--- src/rtl/hazard_ctrl_if.sv ---
// Hazard controller signal bundle: pipeline-stage specifiers and control bits in,
// stall/flush/forwarding controls and the multi-cycle busy status out.
interface hazard_ctrl_if #(
    parameter int CNT_W = 32
);
    logic [4:0]       Rs_D;
    logic [4:0]       Rt_D;
    logic [4:0]       Rs_E;
    logic [4:0]       Rt_E;
    logic [4:0]       Write_Reg_E;
    logic [4:0]       Write_Reg_M;
    logic [4:0]       Write_Reg_W;
    logic             Reg_Write_E;
    logic             Reg_Write_M;
    logic             Reg_Write_W;
    logic             MemToReg_E;
    logic             MemToReg_M;
    logic             Branch_D;
    logic             Branch_Taken_D;
    logic             Jump_D;
    logic             HiLo_Use_D;
    logic             MC_Start_E;
    logic             Stall_F;
    logic             Stall_D;
    logic             Flush_D;
    logic             Flush_E;
    logic [1:0]       Forward_AE;
    logic [1:0]       Forward_BE;
    logic             Forward_AD;
    logic             Forward_BD;
    logic             MC_Busy;
    logic [CNT_W-1:0] Stall_Cycles;

    modport master (
        output Rs_D, Rt_D, Rs_E, Rt_E,
        output Write_Reg_E, Write_Reg_M, Write_Reg_W,
        output Reg_Write_E, Reg_Write_M, Reg_Write_W,
        output MemToReg_E, MemToReg_M,
        output Branch_D, Branch_Taken_D, Jump_D,
        output HiLo_Use_D, MC_Start_E,
        input  Stall_F, Stall_D, Flush_D, Flush_E,
        input  Forward_AE, Forward_BE, Forward_AD, Forward_BD,
        input  MC_Busy, Stall_Cycles
    );

    modport slave (
        input  Rs_D, Rt_D, Rs_E, Rt_E,
        input  Write_Reg_E, Write_Reg_M, Write_Reg_W,
        input  Reg_Write_E, Reg_Write_M, Reg_Write_W,
        input  MemToReg_E, MemToReg_M,
        input  Branch_D, Branch_Taken_D, Jump_D,
        input  HiLo_Use_D, MC_Start_E,
        output Stall_F, Stall_D, Flush_D, Flush_E,
        output Forward_AE, Forward_BE, Forward_AD, Forward_BD,
        output MC_Busy, Stall_Cycles
    );
endinterface

--- src/rtl/hazard_ctrl.sv ---
// 5-stage MIPS hazard controller: forwarding selects, load-use/branch/HI-LO
// stalls, redirect flushes, mult/div busy countdown and stall-cycle counter.
module hazard_ctrl #(
    parameter int MC_LAT = 32,
    parameter int CNT_W  = 32
) (
    input logic          clk,
    input logic          rst,
    hazard_ctrl_if.slave hz
);
    localparam logic [0:0] IDLE   = 1'b0;
    localparam logic [0:0] BUSY   = 1'b1;
    localparam logic [5:0] RELOAD = 6'(MC_LAT - 1);

    logic [0:0]       state;
    logic [5:0]       cnt;
    logic [CNT_W-1:0] stall_cnt;
    logic             lw_stall;
    logic             br_stall;
    logic             mc_stall;
    logic             stall;
    logic             e_hit_d;
    logic             m_hit_d;
    logic             wre_hit_d;

    // $0 never produces a dependency, so every match is qualified by a nonzero register
    assign wre_hit_d = (hz.Write_Reg_E != 5'd0) &&
                       (hz.Write_Reg_E == hz.Rs_D || hz.Write_Reg_E == hz.Rt_D);
    assign e_hit_d   = hz.Reg_Write_E && wre_hit_d;
    assign m_hit_d   = hz.MemToReg_M && (hz.Write_Reg_M != 5'd0) &&
                       (hz.Write_Reg_M == hz.Rs_D || hz.Write_Reg_M == hz.Rt_D);

    assign lw_stall = hz.MemToReg_E && wre_hit_d;
    assign br_stall = hz.Branch_D && (e_hit_d || m_hit_d);
    assign mc_stall = hz.HiLo_Use_D && (state == BUSY);
    assign stall    = lw_stall || br_stall || mc_stall;

    assign hz.Stall_F = stall;
    assign hz.Stall_D = stall;
    assign hz.Flush_E = stall;
    assign hz.Flush_D = (hz.Branch_Taken_D || hz.Jump_D) && !stall;
    assign hz.MC_Busy = (state == BUSY);
    assign hz.Stall_Cycles = stall_cnt;

    assign hz.Forward_AD = hz.Reg_Write_M && (hz.Rs_D != 5'd0) &&
                           (hz.Write_Reg_M == hz.Rs_D);
    assign hz.Forward_BD = hz.Reg_Write_M && (hz.Rt_D != 5'd0) &&
                           (hz.Write_Reg_M == hz.Rt_D);

    // M stage holds the younger result, so it takes priority over W
    always_comb begin
        hz.Forward_AE = 2'b00;
        if (hz.Rs_E != 5'd0) begin
            if (hz.Reg_Write_M && hz.Write_Reg_M == hz.Rs_E)
                hz.Forward_AE = 2'b10;
            else if (hz.Reg_Write_W && hz.Write_Reg_W == hz.Rs_E)
                hz.Forward_AE = 2'b01;
        end
    end

    always_comb begin
        hz.Forward_BE = 2'b00;
        if (hz.Rt_E != 5'd0) begin
            if (hz.Reg_Write_M && hz.Write_Reg_M == hz.Rt_E)
                hz.Forward_BE = 2'b10;
            else if (hz.Reg_Write_W && hz.Write_Reg_W == hz.Rt_E)
                hz.Forward_BE = 2'b01;
        end
    end

    always_ff @(posedge clk) begin
        if (rst) begin
            state <= IDLE;
            cnt   <= 6'd0;
        end else if (hz.MC_Start_E) begin
            state <= BUSY;
            cnt   <= RELOAD;
        end else if (state == BUSY) begin
            cnt <= cnt - 6'd1;
            if (cnt == 6'd1)
                state <= IDLE;
        end
    end

    always_ff @(posedge clk) begin
        if (rst)
            stall_cnt <= '0;
        else if (stall && stall_cnt != {CNT_W{1'b1}})
            stall_cnt <= stall_cnt + 1'b1;
    end
endmodule

--- src/flat_wrapper.sv ---
// flat-port wrapper written by rule: the top's interface ports become plain ports
module hazard_ctrl_flat 
#(
    parameter int MC_LAT = 32,
    parameter int CNT_W  = 32
)
  (clk, rst, hz_Rs_D, hz_Rt_D, hz_Rs_E, hz_Rt_E, hz_Write_Reg_E, hz_Write_Reg_M, hz_Write_Reg_W, hz_Reg_Write_E, hz_Reg_Write_M, hz_Reg_Write_W, hz_MemToReg_E, hz_MemToReg_M, hz_Branch_D, hz_Branch_Taken_D, hz_Jump_D, hz_HiLo_Use_D, hz_MC_Start_E, hz_Stall_F, hz_Stall_D, hz_Flush_D, hz_Flush_E, hz_Forward_AE, hz_Forward_BE, hz_Forward_AD, hz_Forward_BD, hz_MC_Busy, hz_Stall_Cycles);
  hazard_ctrl_if #(.CNT_W(CNT_W)) hz_i ();
  input logic clk;
  input logic rst;
  input wire logic [$bits(hz_i.Rs_D)-1:0] hz_Rs_D;
  input wire logic [$bits(hz_i.Rt_D)-1:0] hz_Rt_D;
  input wire logic [$bits(hz_i.Rs_E)-1:0] hz_Rs_E;
  input wire logic [$bits(hz_i.Rt_E)-1:0] hz_Rt_E;
  input wire logic [$bits(hz_i.Write_Reg_E)-1:0] hz_Write_Reg_E;
  input wire logic [$bits(hz_i.Write_Reg_M)-1:0] hz_Write_Reg_M;
  input wire logic [$bits(hz_i.Write_Reg_W)-1:0] hz_Write_Reg_W;
  input wire logic [$bits(hz_i.Reg_Write_E)-1:0] hz_Reg_Write_E;
  input wire logic [$bits(hz_i.Reg_Write_M)-1:0] hz_Reg_Write_M;
  input wire logic [$bits(hz_i.Reg_Write_W)-1:0] hz_Reg_Write_W;
  input wire logic [$bits(hz_i.MemToReg_E)-1:0] hz_MemToReg_E;
  input wire logic [$bits(hz_i.MemToReg_M)-1:0] hz_MemToReg_M;
  input wire logic [$bits(hz_i.Branch_D)-1:0] hz_Branch_D;
  input wire logic [$bits(hz_i.Branch_Taken_D)-1:0] hz_Branch_Taken_D;
  input wire logic [$bits(hz_i.Jump_D)-1:0] hz_Jump_D;
  input wire logic [$bits(hz_i.HiLo_Use_D)-1:0] hz_HiLo_Use_D;
  input wire logic [$bits(hz_i.MC_Start_E)-1:0] hz_MC_Start_E;
  output wire logic [$bits(hz_i.Stall_F)-1:0] hz_Stall_F;
  output wire logic [$bits(hz_i.Stall_D)-1:0] hz_Stall_D;
  output wire logic [$bits(hz_i.Flush_D)-1:0] hz_Flush_D;
  output wire logic [$bits(hz_i.Flush_E)-1:0] hz_Flush_E;
  output wire logic [$bits(hz_i.Forward_AE)-1:0] hz_Forward_AE;
  output wire logic [$bits(hz_i.Forward_BE)-1:0] hz_Forward_BE;
  output wire logic [$bits(hz_i.Forward_AD)-1:0] hz_Forward_AD;
  output wire logic [$bits(hz_i.Forward_BD)-1:0] hz_Forward_BD;
  output wire logic [$bits(hz_i.MC_Busy)-1:0] hz_MC_Busy;
  output wire logic [$bits(hz_i.Stall_Cycles)-1:0] hz_Stall_Cycles;
  assign hz_i.Rs_D = hz_Rs_D;
  assign hz_i.Rt_D = hz_Rt_D;
  assign hz_i.Rs_E = hz_Rs_E;
  assign hz_i.Rt_E = hz_Rt_E;
  assign hz_i.Write_Reg_E = hz_Write_Reg_E;
  assign hz_i.Write_Reg_M = hz_Write_Reg_M;
  assign hz_i.Write_Reg_W = hz_Write_Reg_W;
  assign hz_i.Reg_Write_E = hz_Reg_Write_E;
  assign hz_i.Reg_Write_M = hz_Reg_Write_M;
  assign hz_i.Reg_Write_W = hz_Reg_Write_W;
  assign hz_i.MemToReg_E = hz_MemToReg_E;
  assign hz_i.MemToReg_M = hz_MemToReg_M;
  assign hz_i.Branch_D = hz_Branch_D;
  assign hz_i.Branch_Taken_D = hz_Branch_Taken_D;
  assign hz_i.Jump_D = hz_Jump_D;
  assign hz_i.HiLo_Use_D = hz_HiLo_Use_D;
  assign hz_i.MC_Start_E = hz_MC_Start_E;
  assign hz_Stall_F = hz_i.Stall_F;
  assign hz_Stall_D = hz_i.Stall_D;
  assign hz_Flush_D = hz_i.Flush_D;
  assign hz_Flush_E = hz_i.Flush_E;
  assign hz_Forward_AE = hz_i.Forward_AE;
  assign hz_Forward_BE = hz_i.Forward_BE;
  assign hz_Forward_AD = hz_i.Forward_AD;
  assign hz_Forward_BD = hz_i.Forward_BD;
  assign hz_MC_Busy = hz_i.MC_Busy;
  assign hz_Stall_Cycles = hz_i.Stall_Cycles;
  hazard_ctrl #(.MC_LAT(MC_LAT), .CNT_W(CNT_W)) u_core (.clk(clk), .rst(rst), .hz(hz_i));
endmodule
--- config.mk ---
export PLATFORM = sky130hd
export DESIGN_NAME = hazard_ctrl_flat
export DESIGN_NICKNAME = d
export VERILOG_FILES = /design/src/rtl/hazard_ctrl_if.sv /design/src/rtl/hazard_ctrl.sv /design/src/flat_wrapper.sv
export SDC_FILE = /design/constraint.sdc
export NUM_CORES = 1
export LEC_CHECK = 0
export ABC_AREA = 1
export CAP_MARGIN = 20
export CORE_MARGIN = 2
export CORE_UTILIZATION = 62
export DETAILED_ROUTE_END_ITERATION = 10
export DONT_BUFFER_PORTS = 1
export PLACE_DENSITY = 0.87
export SLEW_MARGIN = 40
export SYNTH_ARGS = -nofsm -noshare
export SYNTH_HDL_FRONTEND = slang
export SYNTH_SLANG_ARGS = --single-unit
--- constraint.sdc ---
create_clock -name clk -period 2.1 [get_ports clk]
set_clock_uncertainty 0.1 [all_clocks]
set_input_delay 0.105 -clock clk [delete_from_list [all_inputs] [get_ports clk]]
set_output_delay 0.105 -clock clk [all_outputs]
set_load 0.02 [all_outputs]
# == Word level (Yosys, flattened, before mapping) ==
# Cells that the tools add are included.
# totals
regBits,39
in_bits,47
output_inout_bits,43
elab_cells,59
# classes
n_addsub,2
eq_ne,10
n_mux,11
reduce_logical,32
# op_table
cell,count
5-bit == test,8
32-bit by 1-bit adder with 32-bit output (second input constant),1
32-bit inequality test (second input constant),1
5-bit nonzero test,6
1-bit logical AND,17
5-bit 2-to-1 mux,2
2-bit 2-to-1 mux,4
6-bit by 1-bit == test with 1-bit output (second input constant),1
1-bit logical OR,6
6-bit by 1-bit subtractor with 6-bit output (second input constant),1
1-bit 2-to-1 mux,5
2-bit nonzero test,1
2-bit OR reduction,1
1-bit zero test,1

# == Depth between registers and ports, before layout ==
# Gate-level depths: netlist of the first run.
# depth
word_depth,10
mapped_depth,13

# == Least setup slack after synthesis of the first run ==
# No wires, ideal clock.
# synth_path
path_type,reg-to-reg
start,reg u_core.stall_cnt[0] (netlist: u_core.hz.Stall_Cycles[0])
end,reg u_core.stall_cnt[15] (netlist: u_core.hz.Stall_Cycles[15])
setup_ns,0.115
arrival_time_ns,1.639
required_ns,1.885
setup_slack_ns,0.245
stages_incl_launch_ff,12
path_buffers,1
period_less_slack_ns,1.855
path_cell_list,dfxtp_1 > ha_1 > nand2_1 > inv_1 > nand2_1 > nor2_4 > nand4_2 > buf_2 > nand3_1 > inv_1 > a21oi_1 > nor2_1
# synth_between
elab_chain_len,2
word_cells_on_any_way,3
cone_classes,add/sub (1); eq/ne (1); reduce/logical (1)
# synth_rtl
item,line_no,source
"start, declared",hazard_ctrl.sv:17,logic [CNT_W-1:0] stall_cnt;
"start signal, assigned",hazard_ctrl.sv:89,stall_cnt <= stall_cnt + 1'b1;
"parallel branches: the longest is 2 deep, another holds 32-bit by 1-bit adder with 32-bit output",-,
# Several ways; the timed one is not identified.
# A chain may end at the register's enable or synchronous reset.

# == Worst setup path after layout of the first run ==
# layout_path
start,reg u_core.stall_cnt[3] (netlist: u_core.hz.Stall_Cycles[3])
end,reg u_core.stall_cnt[26] (netlist: u_core.hz.Stall_Cycles[26])
# Same word-level chain as after synthesis.

==> results of run 1 <==
==> cells in the mapped netlist, drive strengths merged <==
master	n	share of area (%)
clkbuf	1	0.12
nor4	4	0.81
inv	78	9.5
nand3	59	10
xor2	7	2.0
nand2	136	17
o2111ai	1	0.28
nor2	100	13
nand3b	2	0.49
ha	3	1.2
o21ai	8	1.3
xnor2	4	1.1
a221oi	1	0.28
a211oi	2	0.49
a31o	1	0.28
a31oi	1	0.20
nor3	11	1.9
a311oi	2	0.57
o211ai	1	0.24
and3	1	0.20
dfxtp	39	25
o21bai	1	0.24
o311ai	1	0.28
buf	15	3.7
a21oi	34	5.5
o22ai	5	1.0
nand4	9	2.0
nor3b	1	0.24
and2	2	0.41
a22o	1	0.28
==> stage by stage <==
step | worst slack [ns] | hold slack (ns) | util (%) | setup TNS [ns]
3_3_place_gp | 0.2154 | 0.07612 | 70.58 | 0
2_1_floorplan | 0.2455 | 0.07407 | - | 0
5_1_grt | -0.01130 | 0.3178 | 74.05 | -0.01130
4_1_cts | 0.1089 | 0.2815 | 73.68 | 0
6_report | 0.1563 | 0.2870 | 74.05 | 0
3_5_place_dp | 0.1709 | 0.07687 | 70.58 | 0
==> placed cells by master (no fill, tap or decap), types with 2 or more instances in the layout <==
cell           netlist  layout
nand3_1             55      55
a311oi_1             2       2
buf_4                8      38
nor3_1              10      10
xnor2_1              4       4
o22ai_1              5       5
nand2_1            136     136
dfxtp_1             39      39
ha_1                 3       3
a21oi_1             34      34
inv_1               78      78
nor4_1               4       4
dlygate4sd3_1        0       3
and2_1               2       2
nor2_1              97      96
nor2_4               3       3
nand4_1              8       8
clkbuf_8             0       6
a211oi_1             2       2
xor2_1               7       7
nand3_2              3       3
nand3b_1             2       2
o21ai_0              8       8
==> per-layer routing <==
metal	share of wire (%)	track usage, %	vias up
met4	1.1	12.30	0
met1	41	33.36	1561
met2	49	53.10	145
li1	-	-	1764
met5	0	0	-
met3	8.1	6.369	8
==> registers in the layout, indices dropped and copies added (netlist names) <==
name                    cells
u_core.cnt                  6
u_core.hz.MC_Busy           1
u_core.hz.Stall_Cycles     32
==> final timing paths <==
check / to / start / slack (ns) / cells past startpoint
setup / recovery: u_core.hz.Stall_Cycles[26] / u_core.hz.Stall_Cycles[3] / 0.16 / 10
setup reg to reg: u_core.hz.Stall_Cycles[26] / u_core.hz.Stall_Cycles[3] / 0.16 / 10
hold / removal: u_core.hz.Stall_Cycles[22] / hz_HiLo_Use_D / 0.29 / 4
hold reg to reg: u_core.cnt[4] / u_core.cnt[4] / 0.40 / 2
==> worst max-delay path, cell delays in order, from the launching register on <==
cell     delay [ns]
dfxtp_1        0.46
nand2_1        0.14
nor2_1         0.13
nand2_1        0.11
nor2_1         0.24
and3_1         0.23
nand2_1        0.09
nor2_1         0.15
nand3_1        0.08
nand2_1        0.07
nor2_1         0.04
==> timing repair <==
item,CTS,global route
gates resized for setup,0,3
endpoints found under the hold margin,10,0
endpoints found under the setup margin,0,11
hold buffers,3,0
==> logic make-up (layout without fill, tap and decap cells) <==
kind of cell,Yosys count,after routing
flops,39,39
fa+ha+maj,3,3
simple gates,325,325
xor+xnor,11,11
compound gates,59,59
buf+inv,94,128
==> power by group <==
part | internal [W] | switching (W) | leakage, nW
clock | 0.000385 | 0.000275 | 0.0612
sequential | 0.000753 | 0.00000846 | 0.316
combinational | 0.000103 | 0.000172 | 1.37
==> area by class of cell <==
type                            instances  share of cell area [%]
Clock inverter                          2                  0.9950
Tap cell                               67                   2.381
Clock buffer                            6                   2.345
Inverter                               78                   8.316
Timing Repair Buffer                   42                   9.524
Sequential cell                        39                   22.17
Multi-Input combinational cell        398                   54.26
==> flow_summary.json, run 1 <==
{
  "port_buffers": 0,
  "crit_type": "register to register",
  "synthMuxAreaShare_pct": 0,
  "p_leak_nw": 1.751,
  "synth_area_um2": 3084,
  "pin_count": 90,
  "drv_slew": 0,
  "fillCellCount": 438,
  "finalInstanceArea_um2": 3521,
  "rsz0062_at_grt": "true",
  "multi_input_area_um2": 1911,
  "crit_path_end_kind": "register",
  "synthXorXnorAreaFrac_pct": 3.124,
  "synth-simple-area-share_pct": 46.04,
  "fin_cells": 632,
  "cts_tree": "done",
  "syn_avg_cell_area_um2": 5.808,
  "min_path_type": "input pin to register",
  "required_ns": 2.20,
  "grt-ovfl-total": 0,
  "post_cts_buffers": 0,
  "setup_viol": 0,
  "cts_max_path_buffers": 2,
  "coreArea_um2": 4755,
  "remaining_drc_errors": 0,
  "path_clk_slew_ns": 0.08,
  "max-slew-margin-rel_pct": 47.05,
  "worstSetupStartpointType": "register",
  "insertion_delay_ns": 0.30,
  "vdd_ir_drop_max_mv": 0.5117,
  "drive_gt1_share_pct": 10.27,
  "hold_violations": 0,
  "synthAdderAreaFrac_pct": 1.217,
  "total_power_w": 0.001696,
  "htreeDepth": 2,
  "antennaDiodeCount": 0,
  "drt_iter0_drc": 283,
  "clock-sinks": 39,
  "fp-row-count": 25,
  "max_freq_mhz": 514.5,
  "final_antenna_net_count": 0,
  "post-route-period-util_pct": 92.56,
  "synth_seq_cells": 39,
  "fin_nets": 614,
  "grt_max_degree": 32,
  "mappedNetlistNets": 581,
  "grt_pass1_vias": 3252,
  "placed_area_um2": 3356,
  "wl_per_cell_um": 12.64,
  "grt_first_pass_wirelength_um": 12990,
  "synth_top_family_by_area": "simple AND/OR/NAND/NOR gates",
  "synth_cells": 531,
  "viasPerCell": 5.503,
  "die_height_um": 74.53,
  "dp.cells": 621,
  "start_util_pct": 64.87,
  "die_x_um": 74.53,
  "routed_wl_um": 7990,
  "synth_compound_area_share_pct": 10.99,
  "tightest_slew_ns": 0.7889,
  "ys_warn_count": 0,
  "p_per_area_nw_per_um2": 481.8,
  "drtPass1Iterations": 7,
  "syn_to_final_growth_pct": 14.16,
  "maxCapViolations": 0,
  "via_count": 3478,
  "fin_crit_ns": 1.944,
  "dp_hpwl_um": 6109,
  "antenna_found_initial": 0,
  "ys_seq_area_share_pct": 25.31,
  "grt.total_usage_pct": 29.43,
  "critPathArrivalTime_ns": 2.04,
  "place_congestion": 0.9427,
  "seq_area_um2": 780.7,
  "root_buffer": "clkbuf_8",
  "worstPathMaxFanout": 6,
  "run_status": "completed",
  "cts_buffers": 5,
  "synth.distinct_cells": 37,
  "dieArea_um2": 5555
}
Note: power is estimated with default switching activity, not from simulation.
==> inputs of run 2 (changes only) <==
Settings changed: CELL_PAD_IN_SITES_DETAIL_PLACEMENT set to 0, CELL_PAD_IN_SITES_GLOBAL_PLACEMENT set to 1, CORE_UTILIZATION 62 to 46, PLACE_DENSITY 0.87 to 0.94.
Clock period 2.1 ns to 2.4 ns, I/O delays scaled along.
==> run 2 against run 1 <==
The run now ends with design-rule violations left. Register-to-register slack improved by 0.28 ns. Via count shrank 6.6%. Sequential cell count did not move. Die area increased by 33%. Cell area down 5.3%. Combinational power fell by 13%. Worst setup slack better by 0.28 ns. Wire length shrank 4.3%. Total power down 20%. Largest cell class unchanged. Highest routed layer unchanged.
==> flow_summary.json, run 2 (same netlist as run 1, synthesis figures left out) <==
{
  "via_count": 3247,
  "fin_crit_ns": 1.959,
  "largest_reg_flops": 32,
  "die_x_um": 85.88,
  "antenna_found_initial": 0,
  "pin_count": 90,
  "min_path_type": "input pin to register",
  "grt.total_usage_pct": 21.25,
  "routed_wl_um": 7645,
  "coreArea_um2": 6422,
  "drtPass1Iterations": 8,
  "fp-row-count": 29,
  "dp_hpwl_um": 5946,
  "path_clk_slew_ns": 0.08,
  "dieArea_um2": 7375,
  "viasPerCell": 5.220,
  "cts_buffers": 5,
  "crit_path_frequent_cell": "nor2_1",
  "place_congestion": 0.9276,
  "final_common_cell": "nand2_1",
  "slowest_stage": "dfxtp_1",
  "grt-ovfl-total": 0,
  "fin_nets": 594,
  "cts_max_path_buffers": 2,
  "timing.final.ws_setup_ns": 0.4411,
  "remaining_drc_errors": 10,
  "required_ns": 2.49,
  "crit_type": "register to register",
  "violations": "design-rule violations",
  "worstSetupStartpointType": "register",
  "root_buffer": "clkbuf_8",
  "total_power_w": 0.001357,
  "syn_to_final_growth_pct": 8.154,
  "setup_viol": 0,
  "fin_tns_setup_ns": 0,
  "maxCapViolations": 0,
  "final_antenna_net_count": 0,
  "grt_first_pass_wirelength_um": 13070,
  "run_status": "finished with violations",
  "hold_start": "hz_HiLo_Use_D",
  "post_cts_buffers": 0,
  "critPathArrivalTime_ns": 2.05,
  "reg2reg_from": "u_core.hz.Stall_Cycles[24]",
  "max-slew-margin-rel_pct": 44.91,
  "wl_per_cell_um": 12.29,
  "final_cell_mix": "nand2_1, nor2_1, inv_1, nand3_1, dfxtp_1",
  "max_freq_mhz": 510.5,
  "insertion_delay_ns": 0.30,
  "post-route-period-util_pct": 81.62,
  "antennaDiodeCount": 0,
  "vdd_ir_drop_max_mv": 0.2677,
  "crit_start": "u_core.hz.Stall_Cycles[24]",
  "hold_buffers": 4,
  "cts_resized": 0,
  "drive_gt1_share_pct": 6.422,
  "rsz0062_at_grt": "false",
  "max_stage_delay_ns": 0.57,
  "htreeDepth": 2,
  "grt_pass1_vias": 2933,
  "drv_slew": 0,
  "die_height_um": 85.88,
  "grt_max_degree": 41,
  "start_util_pct": 48.02,
  "cts_tree": "done",
  "drt_iter0_drc": 182,
  "clock-sinks": 39,
  "worstPathMaxFanout": 10,
  "port_buffers": 0,
  "p_leak_nw": 1.593,
  "crit_chain": "nand4_1 > nor2_1 > nand4_2 > buf_4 > nand2_1 > nor2_1 > a21oi_1 > nor2_1",
  "hold_violations": 0,
  "p_per_area_nw_per_um2": 406.7,
  "tightest_slew_ns": 0.8208,
  "place_ws_ns": 0.4598,
  "crit_path_end_kind": "register"
}
-- run 2: cell types whose count changed in the layout (fill, tap and decap cells not counted) --
| cell | delta |
|---|---|
| nor2_1 | +1 |
| bufinv_16 | -1 |
| dlygate4sd3_1 | +1 |
| buf_4 | -21 |
| nor2_2 | -1 |
| nor3_2 | +1 |
| nand4_2 | +1 |
| nor3_4 | -1 |
| clkinvlp_4 | +1 |
| nand4_4 | -1 |
| clkbuf_8 | -1 |
| clkbuf_1 | +1 |
-- run 2: layout make-up --
class / count / area, µm²
Tap cell: 77 / 96.34
Fill cell: 674 / 3087
Clock buffer: 6 / 72.57
Inverter: 78 / 292.8
Clock inverter: 2 / 12.51
Timing Repair Buffer: 22 / 187.7
Sequential cell: 39 / 780.7
Multi-Input combinational cell: 398 / 1893
-- run 2: final timing paths --
check | endpoint | slack [ns] | cells after the start
hold reg to reg | u_core.cnt[4] | 0.42 | 2
setup reg to reg | u_core.hz.Stall_Cycles[26] | 0.44 | 8
hold / removal | u_core.hz.Stall_Cycles[7] | 0.26 | 4
setup / recovery | u_core.hz.Stall_Cycles[26] | 0.44 | 8
-- run 2: worst max-delay path, delay by kind of cell (launching register included) --
family,cells,cell delay (ns)
AOI/OAI and AO/OA,1,0.13
buffers and inverters,1,0.20
DFF,1,0.57
and+or+nand+nor,6,0.85
-- run 2: routing by layer --
layer | vias up | wire (µm) | part of all wire (%) | GRT usage, %
met3 | 10 | 722 | 9.4 | 4.909
li1 | 1728 | - | - | -
met4 | 0 | 78 | 1.0 | 6.205
met5 | - | 0 | 0 | 0
met2 | 112 | 3404 | 45 | 35.17
met1 | 1397 | 3440 | 45 | 27.57
-- run 2: stage by stage --
step	cells	area, µm²	util [%]	hold WS [ns]
global placement	610	3211	49.99	0.09020
floorplan	531	3084	-	0.08907
CTS	622	3336	51.94	0.2541
detailed placement	610	3211	49.99	0.09188
global route	622	3336	51.94	0.3055
finish	622	3336	51.94	0.2605
-- run 2: power breakdown --
group	switching (W)	leakage (nW)	total, W	internal, W
sequential	0.00000859	0.316	0.000668	0.000659
clock	0.000245	0.0412	0.000449	0.000203
combinational	0.000147	1.24	0.000240	0.0000929
total	0.000401	1.59	0.00136	0.000956
==> inputs of run 3 (changes only) <==
Settings changed: CORE_UTILIZATION 46 to 43, PLACE_DENSITY 0.94 to 0.9.
Clock period 2.4 ns to 1.9 ns, I/O delays scaled along.
==> run 3 against run 2 <==
The run now ends clean. Total power up 40%. First-iteration DRC count down 38%. Register-to-register slack worse by 0.29 ns. Final cell count up 6.8%. Sequential power up 26%. Sequential cell count unchanged. Fmax up 12%. Wire length up 4.5%. Hold slack worse by 0.11 ns. Global-route usage down 0.81 points. Via count up 3.0%. Highest routed layer unchanged.
==> flow_summary.json, run 3 (same netlist as run 1, synthesis figures left out) <==
{
  "rsz0062_at_grt": "true",
  "dp_hpwl_um": 6207,
  "cts_buffers": 5,
  "critPathArrivalTime_ns": 1.84,
  "fillCellCount": 708,
  "drtPass1Iterations": 4,
  "port_buffers": 0,
  "crit_path_end_kind": "register",
  "insertion_delay_ns": 0.30,
  "max_freq_mhz": 573.2,
  "final_util_pct": 52.66,
  "worstPathMaxFanout": 13,
  "maxCapViolations": 0,
  "antenna_found_initial": 0,
  "tightest_slew_ns": 0.4116,
  "p_leak_nw": 1.765,
  "worstSetupStartpointType": "register",
  "cts_tree": "done",
  "htreeDepth": 2,
  "drive_gt1_share_pct": 13.38,
  "dp.cells": 654,
  "run_status": "completed",
  "setup_viol": 0,
  "grt-ovfl-total": 0,
  "coreArea_um2": 6869,
  "grt_max_degree": 35,
  "viasPerCell": 5.035,
  "total_power_w": 0.001903,
  "final_cell_mix": "nand2_1, nor2_1, inv_1, nand3_1, buf_4",
  "largest_reg_flops": 32,
  "finalInstanceArea_um2": 3617,
  "drt_iter0_drc": 113,
  "fin_crit_ns": 1.745,
  "place_congestion": 0.8816,
  "via_count": 3343,
  "routed_wl_um": 7991,
  "hold_violations": 0,
  "clock-sinks": 39,
  "final_antenna_net_count": 0,
  "die_x_um": 88.69,
  "grt.total_usage_pct": 20.44,
  "min_path_type": "input pin to register",
  "place_ws_ns": 0.04817,
  "fin_cells": 664,
  "syn_to_final_growth_pct": 17.28,
  "remaining_drc_errors": 0,
  "p_per_area_nw_per_um2": 526.2,
  "vdd_ir_drop_max_mv": 0.4090,
  "crit_type": "register to register",
  "post-route-period-util_pct": 91.82,
  "drv_slew": 0,
  "cts_max_path_buffers": 2,
  "required_ns": 2.00,
  "post_cts_buffers": 0,
  "die_height_um": 88.69,
  "grt_pass1_vias": 3105,
  "placed_area_um2": 3435,
  "path_clk_slew_ns": 0.09,
  "max-slew-margin-rel_pct": 72.46,
  "dieArea_um2": 7866,
  "fp-row-count": 30,
  "root_buffer": "clkbuf_8",
  "wl_per_cell_um": 12.03,
  "final_common_cell": "nand2_1",
  "timing.final.ws_setup_ns": 0.1554,
  "fin_nets": 617,
  "grt_first_pass_wirelength_um": 13160,
  "antennaDiodeCount": 0,
  "start_util_pct": 44.90,
  "pin_count": 90
}
## run 3: cell type report
cell class / count / area [µm²] / area share [%]
flip-flops and latches: 39 / 792.0 / 21.90
inverters: 78 / 292.8 / 8.094
repair buffers: 45 / 371.6 / 10.27
clock buffers: 6 / 82.58 / 2.283
multi-input cells: 398 / 1919 / 53.06
clock inverters: 2 / 38.79 / 1.072
well taps: 96 / 120.1 / 3.321
## run 3: metrics by stage
step | hold WS [ns] | TNS, ns
2_1_floorplan | 0.06407 | 0
3_3_place_gp | 0.06716 | 0
3_5_place_dp | 0.06944 | 0
4_1_cts | 0.1479 | 0
5_1_grt | 0.1895 | -0.09211
6_report | 0.1499 | 0
## run 3: per-layer routing
layer	vias up	share of wire [%]	track usage [%]	routed length, µm
met4	0	1.6	6.749	125
met5	-	0	0	0
met1	1456	45	24.35	3568
met2	103	46	35.82	3680
met3	14	7.7	5.037	616
li1	1770	-	-	-
## run 3: worst max-delay path, cell delays in order, from the launching register on
cell and delay (ns):
dfxtp_2 0.35, ha_1 0.16, nand2_1 0.07, inv_2 0.08, nand2_1 0.08, nor2_4 0.15, nand4_2 0.11, buf_6 0.17
and2_1 0.15, a21oi_1 0.16, nor2_1 0.06
## run 3: worst paths after layout
kind | from | to | slack (ns) | cells past startpoint
worst min-delay path | hz_HiLo_Use_D | u_core.hz.Stall_Cycles[31] | 0.15 | 4
worst min register to register | u_core.cnt[1] | u_core.cnt[1] | 0.39 | 2
worst max register to register | u_core.hz.Stall_Cycles[0] | u_core.hz.Stall_Cycles[12] | 0.16 | 10
worst max-delay path | u_core.hz.Stall_Cycles[0] | u_core.hz.Stall_Cycles[12] | 0.16 | 10
## run 3: power breakdown
group | switching [W] | internal [W]
clock network | 0.000316 | 0.000432
logic | 0.000191 | 0.000119
registers | 0.0000108 | 0.000833
total | 0.000518 | 0.00138
## run 3: repair_timing
item / CTS / global route
hold buffers: 2 / 0
gates resized for setup: 0 / 18
endpoints found under the setup margin: 0 / 30
endpoints found under the hold margin: 12 / 0
